[src/rtl/msg_pkg.sv]
// rtl/msg_pkg.sv - shared word width, default terminator and FSM state type for the message receiver
package msg_pkg;
  localparam int WORD_W = 9;
  localparam logic [WORD_W-1:0] MSG_TERM_DEFAULT = 9'h000;

  typedef enum logic [1:0] {
    IDLE,
    CAPTURE,
    DONE
  } state_t;
endpackage

[src/rtl/message_receiver_if.sv]
// rtl/message_receiver_if.sv - streamer link, capture status and read port of the message receiver
interface message_receiver_if
  import msg_pkg::*;
#(
  parameter int DEPTH = 64
);
  localparam int AW    = $clog2(DEPTH);
  localparam int LEN_W = AW + 1;

  logic              start_i;
  logic [WORD_W-1:0] data_i;
  logic              run_o;
  logic              done_o;
  logic              ovf_o;
  logic [LEN_W-1:0]  len_o;
  logic [WORD_W-1:0] sum_o;
  logic [AW-1:0]     rd_addr_i;
  logic [WORD_W-1:0] rd_data_o;

  modport master (
    output start_i, data_i, rd_addr_i,
    input  run_o, done_o, ovf_o, len_o, sum_o, rd_data_o
  );

  modport slave (
    input  start_i, data_i, rd_addr_i,
    output run_o, done_o, ovf_o, len_o, sum_o, rd_data_o
  );
endinterface

[src/rtl/msg_rx_buffer.sv]
// rtl/msg_rx_buffer.sv - DEPTH x WORD_W single-write single-read RAM with registered read data
module msg_rx_buffer
  import msg_pkg::*;
#(
  parameter int DEPTH = 64,
  localparam int AW = $clog2(DEPTH)
) (
  input  logic              i_clk,
  input  logic              i_rst_n,
  input  logic              i_wr_en,
  input  logic [AW-1:0]     i_wr_addr,
  input  logic [WORD_W-1:0] i_wr_data,
  input  logic [AW-1:0]     i_rd_addr,
  output logic [WORD_W-1:0] o_rd_data
);
  logic [WORD_W-1:0] r_mem [DEPTH];
  logic [WORD_W-1:0] r_rd_data;

  // Storage is deliberately left unreset so it maps onto plain RAM.
  always_ff @(posedge i_clk) begin
    if (i_wr_en) begin
      r_mem[i_wr_addr] <= i_wr_data;
    end
  end

  always_ff @(posedge i_clk or negedge i_rst_n) begin
    if (!i_rst_n) begin
      r_rd_data <= '0;
    end else begin
      r_rd_data <= r_mem[i_rd_addr];
    end
  end

  assign o_rd_data = r_rd_data;
endmodule

[src/rtl/message_receiver.sv]
// rtl/message_receiver.sv - captures streamer words until TERM or overflow; MSG_RX_SUM_EN enables the running sum
module message_receiver
  import msg_pkg::*;
#(
  parameter int DEPTH = 64,
  parameter logic [WORD_W-1:0] TERM = MSG_TERM_DEFAULT
) (
  input  logic clk_i,
  input  logic rst_override_n,
  message_receiver_if.slave bus
);
  localparam int AW    = $clog2(DEPTH);
  localparam int LEN_W = AW + 1;
  localparam logic [LEN_W-1:0] FULL = LEN_W'(DEPTH);

  state_t           r_state, w_state_nxt;
  logic             r_run, w_run_nxt;
  logic             r_done, w_done_nxt;
  logic             r_ovf, w_ovf_nxt;
  logic [LEN_W-1:0] r_len, w_len_nxt;
  logic             w_wr_en;
`ifdef MSG_RX_SUM_EN
  logic [WORD_W-1:0] r_sum, w_sum_nxt;
`endif

  always_ff @(posedge clk_i or negedge rst_override_n) begin
    if (!rst_override_n) begin
      r_state <= IDLE;
      r_run   <= 1'b0;
      r_done  <= 1'b0;
      r_ovf   <= 1'b0;
      r_len   <= '0;
    end else begin
      r_state <= w_state_nxt;
      r_run   <= w_run_nxt;
      r_done  <= w_done_nxt;
      r_ovf   <= w_ovf_nxt;
      r_len   <= w_len_nxt;
    end
  end

`ifdef MSG_RX_SUM_EN
  always_ff @(posedge clk_i or negedge rst_override_n) begin
    if (!rst_override_n) begin
      r_sum <= '0;
    end else begin
      r_sum <= w_sum_nxt;
    end
  end
`endif

  always_comb begin
    w_state_nxt = r_state;
    w_run_nxt   = r_run;
    w_done_nxt  = r_done;
    w_ovf_nxt   = r_ovf;
    w_len_nxt   = r_len;
    w_wr_en     = 1'b0;
`ifdef MSG_RX_SUM_EN
    w_sum_nxt   = r_sum;
`endif
    case (r_state)
      IDLE, DONE: begin
        if (bus.start_i) begin
          w_state_nxt = CAPTURE;
          w_run_nxt   = 1'b1;
          w_done_nxt  = 1'b0;
          w_ovf_nxt   = 1'b0;
          w_len_nxt   = '0;
`ifdef MSG_RX_SUM_EN
          w_sum_nxt   = '0;
`endif
        end
      end
      CAPTURE: begin
        // The streamer holds word 0 until run_o rises, so every CAPTURE edge sees a fresh word.
        if (bus.data_i == TERM) begin
          w_state_nxt = DONE;
          w_run_nxt   = 1'b0;
          w_done_nxt  = 1'b1;
        end else if (r_len == FULL) begin
          w_state_nxt = DONE;
          w_run_nxt   = 1'b0;
          w_done_nxt  = 1'b1;
          w_ovf_nxt   = 1'b1;
        end else begin
          w_wr_en     = 1'b1;
          w_len_nxt   = r_len + LEN_W'(1);
`ifdef MSG_RX_SUM_EN
          w_sum_nxt   = r_sum + bus.data_i;
`endif
        end
      end
      default: begin
        w_state_nxt = IDLE;
        w_run_nxt   = 1'b0;
      end
    endcase
  end

  msg_rx_buffer #(
    .DEPTH(DEPTH)
  ) u_buffer (
    .i_clk     (clk_i),
    .i_rst_n   (rst_override_n),
    .i_wr_en   (w_wr_en),
    .i_wr_addr (r_len[AW-1:0]),
    .i_wr_data (bus.data_i),
    .i_rd_addr (bus.rd_addr_i),
    .o_rd_data (bus.rd_data_o)
  );

  assign bus.run_o  = r_run;
  assign bus.done_o = r_done;
  assign bus.ovf_o  = r_ovf;
  assign bus.len_o  = r_len;
`ifdef MSG_RX_SUM_EN
  assign bus.sum_o  = r_sum;
`else
  assign bus.sum_o  = '0;
`endif
endmodule

[src/flat_wrapper.sv]
// flat-port wrapper written by rule: the top's interface ports become plain ports
module message_receiver_flat import msg_pkg::*;
#(
  parameter int DEPTH = 64,
  parameter logic [WORD_W-1:0] TERM = MSG_TERM_DEFAULT
)
  (clk_i, rst_override_n, bus_start_i, bus_data_i, bus_rd_addr_i, bus_run_o, bus_done_o, bus_ovf_o, bus_len_o, bus_sum_o, bus_rd_data_o);
  message_receiver_if #(.DEPTH(DEPTH)) bus_i ();
  input  logic clk_i;
  input  logic rst_override_n;
  input wire logic [$bits(bus_i.start_i)-1:0] bus_start_i;
  input wire logic [$bits(bus_i.data_i)-1:0] bus_data_i;
  input wire logic [$bits(bus_i.rd_addr_i)-1:0] bus_rd_addr_i;
  output wire logic [$bits(bus_i.run_o)-1:0] bus_run_o;
  output wire logic [$bits(bus_i.done_o)-1:0] bus_done_o;
  output wire logic [$bits(bus_i.ovf_o)-1:0] bus_ovf_o;
  output wire logic [$bits(bus_i.len_o)-1:0] bus_len_o;
  output wire logic [$bits(bus_i.sum_o)-1:0] bus_sum_o;
  output wire logic [$bits(bus_i.rd_data_o)-1:0] bus_rd_data_o;
  assign bus_i.start_i = bus_start_i;
  assign bus_i.data_i = bus_data_i;
  assign bus_i.rd_addr_i = bus_rd_addr_i;
  assign bus_run_o = bus_i.run_o;
  assign bus_done_o = bus_i.done_o;
  assign bus_ovf_o = bus_i.ovf_o;
  assign bus_len_o = bus_i.len_o;
  assign bus_sum_o = bus_i.sum_o;
  assign bus_rd_data_o = bus_i.rd_data_o;
  message_receiver #(.DEPTH(DEPTH), .TERM(TERM)) u_core (.clk_i(clk_i), .rst_override_n(rst_override_n), .bus(bus_i));
endmodule
[config.mk]
export PLATFORM = sky130hd
export DESIGN_NAME = message_receiver_flat
export DESIGN_NICKNAME = d
export VERILOG_FILES = /design/src/rtl/msg_pkg.sv /design/src/rtl/message_receiver_if.sv /design/src/rtl/msg_rx_buffer.sv /design/src/rtl/message_receiver.sv /design/src/flat_wrapper.sv
export SDC_FILE = /design/constraint.sdc
export NUM_CORES = 1
export LEC_CHECK = 0
export BUFFER_PORTS_ARGS = -buffer_cell sky130_fd_sc_hd__buf_2
export CORE_ASPECT_RATIO = 1.5
export CORE_UTILIZATION = 60
export DETAILED_ROUTE_END_ITERATION = 6
export GPL_ROUTABILITY_DRIVEN = 0
export GPL_TIMING_DRIVEN = 0
export HOLD_SLACK_MARGIN = 0.12
export PLACE_DENSITY_LB_ADDON = 0.08
export SLEW_MARGIN = 15
export SYNTH_ARGS = -nofsm -noshare
export SYNTH_HDL_FRONTEND = slang
export SYNTH_SLANG_ARGS = --single-unit
[constraint.sdc]
create_clock -name clk_i -period 5.3 [get_ports clk_i]
set_input_delay 0.53 -clock clk_i [delete_from_list [all_inputs] [get_ports clk_i]]
set_output_delay 0.53 -clock clk_i [all_outputs]
set_load 0.005 [all_outputs]
# == Yosys cells after proc, flatten, opt, wreduce, memory -nomap -nowiden ==
# Memory sizes are Yosys's and may differ from the RTL's. A register that Yosys moved wholly into a read port is not among the register bits.
# Index checks and enable logic that the tools add are counted.
# Widths: inputs -> output; s select.
# word_totals
output_inout_bits,28
ram_bits,576
in_bits,18
n_memories,1
wordCells,47
reg_bits,12
# memory_table
name,depth,word_bits,rd,rd_ports_with_merged_regs,write_ports,line,source
u_core.u_buffer.r_mem,64,9,1,1,1,msg_rx_buffer.sv:16,logic [WORD_W-1:0] r_mem [DEPTH];
# op_classes
n_eq_ne,8
n_reduce_logical,9
mux,23
addsub,1
# op_table
operator,count
$mux 7,3
$pmux 7 s2,1
$mux 1,12
$logic_not 9->1,1
$reduce_and 4->1,2
$add 7x1->7 const B,1
$eq 7x7->1 const B,1
$mux 2,3
$ne 2x2->1 const B,3
$pmux 1 s2,3
$pmux 2 s2,1
$ne 3x1->1 const B,1
$reduce_and 3->1,1
$eq 2x1->1 const B,1
$eq 2x2->1 const B,1
$logic_not 2->1,1
$ne 2x1->1 const B,1
$reduce_and 2->1,1
$reduce_bool 2->1,1
$reduce_or 2->1,1
$logic_not 1->1,1

# == Depth between registers and ports, before layout ==
# depth
ltp_word,6
depth_mapped,9

# == Cells and area by module ==
# From an unflattened synthesis, not the netlist that was laid out.
# hier_totals
cells_unflattened,1121
area_unflattened_um2,23354.9
# modules_own_cells
mod,seq_area_each_um2,cells_each,n_inst,area_per_inst_um2
msg_rx_buffer,17521.8,1042,1,22639.2
message_receiver,300.3,79,1,715.7

# == Worst setup path after synthesis ==
# OpenSTA, ideal clock, no wires.
# synth_timing
path_type,register to register
from,"register u_core.r_len[0], in the netlist u_core.bus.len_o[0]"
to,"memory u_core.u_buffer.r_mem[24][0], enable pin"
arrival_ps,2052
setup_time_ps,374
required_ps,4926
n_path_buf,0
stages_incl_launch_ff,7
setup_slack_ps,2874
cell_sequence,dfrtp_1 > inv_1 > ha_1 > and4_1 > nor4_1 > nand3_1 > nor2_1
# synth_between
elab_chain_cells,6
# synth_rtl
item,line,source
start: declaration,message_receiver.sv:20,"logic [LEN_W-1:0] r_len, w_len_nxt;"
start signal: assignment,message_receiver.sv:38,r_len <= w_len_nxt;
$eq 7x7->1,message_receiver.sv:81,end else if (r_len == FULL) begin
$mux 1,message_receiver.sv:81,
$mux 1,message_receiver.sv:77,if (bus.data_i == TERM) begin
$mux 1,message_receiver.sv:62,case (r_state)
$mux 1,msg_rx_buffer.sv:21,if (i_wr_en) begin
$mux 1 (not written as such),msg_rx_buffer.sv:22,r_mem[i_wr_addr] <= i_wr_data;
end: declaration,msg_rx_buffer.sv:16,
# Parallel ways exist; a longest one is shown, timed or not.

# == Worst setup path after layout ==
# layout_timing
from,input bus_data_i[1]
to,"memory u_core.u_buffer.r_mem[40][0], enable pin"
# layout_between
elab_chain_cells,5
# layout_rtl
item,line,source
start: declaration,flat_wrapper.sv:12,input wire logic [$bits(bus_i.data_i)-1:0] bus_data_i;
$logic_not 9->1,message_receiver.sv:77,
$mux 1,message_receiver.sv:77,
$mux 1,message_receiver.sv:62,
$mux 1,msg_rx_buffer.sv:21,
$mux 1 (not written as such),msg_rx_buffer.sv:22,
# Every way passes these cells.

==> metrics <==
outcome=finished clean; Num CTS Buffers=52; Worst EP arrival=between 3000 and 4000 ps; post-CTS setup buffer count=0; P_int=between 0.008 and 0.009 W; GRT overflow=0; Final Skew=18.6 ps; synth warn=0; pwr dens=~410 mW/mm²; FF-to-FF Start=u_core.bus.len_o[0]; first drt pass iteration count=7; min-delay src=bus_start_i; Mapped Cells=around 1100; met2 WL=around 30000 µm; core region area=between 0.03 and 0.04 mm²; Worst-Margin Slew=~1200 ps; synthesis-stage register bit count=slightly below 600; dpl cells=roughly 1700; sequential area share after synthesis=about three quarters; TritonCTS clock tree=done; CP startpoint=bus_data_i[1]; CTS root buf=clkbuf_16; initial antenna violation count=0; initial DRC count=around 1400; Seq pwr share=between 50% and 60%; most common cell after layout, fill and taps aside=edfxtp_1; Placed Instance Area=~0.024 mm²; nets@finish=between 1000 and 1500; TNS Setup=0 ps; DRC violations left=0; Crit path required time=between 5000 and 6000 ps; CP Capture Type=flip-flop; Logic pwr share=a little over a tenth; Layout area overhead=11.6%; CTS sink cnt=~600; min Tclk post-route=roughly 3400 ps; unrepaired setup endpoints after global routing=false; Layout Cells excl Fill=about 1800; Post-DRT Antenna Nets=0; Die H=between 200 and 250 µm; met1 WL=20800 µm; Top Layer Used=met4; metal3 WL=between 4000 and 5000 µm; share of layout cells above drive strength 1=between 20% and 30%; Reg clk slew, reported paths=70 ps; Die Area=0.0396 mm²; post_cts resized=0; Clock power frac=between 30% and 40%; post-route cell area=approximately 0.026 mm²; wire length per cell=between 30 and 40 µm; Slew HR=~18%; CP Class=in2reg; commonest non-fill, non-tap cells in the layout=edfxtp_1 (576), mux4_2 (132), nor2_1 (74); asr flop ratio synth=~3.5%; Switching Fraction=a little under a quarter; worst vdd ir=0.000321 V; final hold viol count=0; vias in the first global route=about 12000; H-tree level count=2; max-slew violations=0; average cell area after synthesis=between 20 and 25 µm²; max-cap violations=0; Max clock buf depth=3; Hold Crit Class=in2reg; Final HPWL DP=37000 µm; Leakage=8.38 nW; first-pass GRT wire length=about 80000 µm; Synth Flop Type=edfxtp_1; gr usage total=between 30% and 40%; Switch Pwr=approximately 0.0026 W; vias after detailed routing=~12000; Synth cell types=between 50 and 60; Post-synth EDFFs=about 580; drt total wl=between 50000 and 60000 µm; Initial Utilization=60.8%; Via density=6.65; row cnt=88; Die Span X=about 160 µm; Top Ports=46; worst skew pair latency=about 600 ps; Startpoint Class=input pin; f_max=290 MHz; crit path max fanout=37; input/output buffers=33; hold-fix buffers at CTS=1; largest net degree at the start of global routing=66; Setup violations, final=0; number of diodes=0; cell area after synthesis=~0.023 mm²; post-route clock period utilization=approximately two thirds
==> metal layers <==
layer,GRT usage (%),vias to the layer above
met3,4.70,125
met5,0,-
li1,-,4800
met4,10.7,0
met1,40.3,6091
met2,50.7,624
==> final timing paths <==
kind | end | slack [ps] | cells past startpoint
max | u_core.u_buffer.r_mem[40][0] | 1850 | 7
min in group asynchronous | u_core.bus.run_o | 460 | 2
max reg2reg | u_core.u_buffer.r_mem[40][0] | 1920 | 6
min reg2reg | u_core.bus.done_o | 480 | 2
max in group asynchronous | u_core.u_buffer.o_rd_data[7] | 4410 | 2
min | u_core.r_state[1] | 160 | 2
==> power groups by stage <==
stage               clock (W)  combinational (W)  sequential [W]
finish                0.00407            0.00113         0.00558
global route          0.00425            0.00118         0.00559
CTS                   0.00408            0.00112         0.00558
detailed placement          0            0.00111         0.00568
global placement            0            0.00109         0.00566
floorplan                   0           0.000634         0.00564
==> synth_stat cells, types with 2 or more instances <==
library cell	n	area [µm²]
a211oi_1	8	60.1
a21oi_1	24	120
a221o_1	2	20.0
a22o_1	5	43.8
a31oi_1	5	31.3
and4_1	2	17.5
buf_1	7	26.3
buf_2	20	100
buf_4	17	128
buf_6	7	78.8
clkbuf_1	17	63.8
dfrtp_1	21	526
edfxtp_1	576	17300
ha_1	2	25.0
inv_1	5	18.8
mux2_2	5	56.3
mux2i_1	35	350
mux4_1	9	236
mux4_2	132	2970
nand2_1	30	113
nand2b_1	5	31.3
nand3_1	10	50.1
nor2_1	74	278
nor2b_1	9	56.3
nor4_1	3	18.8
o211ai_1	3	22.5
o21ai_0	15	75.1
o21ai_1	3	15.0
o221ai_1	9	78.8
o22ai_1	19	119
or3_1	14	87.6
xor2_1	2	17.5
==> critical path, stage by stage <==
cell and delay (ps):
buf_2 500, buf_12 280, nor3_1 100, and3_1 270, nor4_1 510, nand2_1 450
nor2_1 980
==> state kept, by name (all words and copies together), names as in the netlist <==
name and cells:
u_core.bus.run_o 1, u_core.u_buffer.o_rd_data 9, u_core.bus.ovf_o 1, u_core.bus.done_o 1, u_core.r_state 2, u_core.bus.len_o 7
u_core.u_buffer.r_mem 576
==> cell type report <==
cell class | instances | area (µm²)
Clock inverter | 33 | 427
Inverter | 6 | 22.5
Fill cell | 2429 | 12300
Buffer | 69 | 417
Clock buffer | 65 | 1400
Sequential cell | 597 | 17800
Multi-Input combinational cell | 450 | 5060
Timing Repair Buffer | 35 | 215
Tap cell | 495 | 619
==> metrics by stage <==
step	worst slack (ps)	utilization [%]	hold slack (ps)	total power [W]
3_3_place_gp	1110	62.9	470	0.00675
6_report	1850	67.8	164	0.0108
4_1_cts	1600	67.8	148	0.0108
2_1_floorplan	2870	-	234	0.00628
3_5_place_dp	979	63.0	465	0.00679
5_1_grt	1680	67.8	179	0.0110
==> logic make-up after synthesis <==
kind of cell | Yosys count | synth area share (%)
compound gates | 99 | 2.77
xor+xnor | 2 | 0.0752
fa+ha+maj | 2 | 0.107
buf+inv | 75 | 1.89
flops | 597 | 76.5
mux | 181 | 15.5
other cells | 1 | 0.0161
simple gates | 157 | 3.11
(Power assumes the default switching activity.)
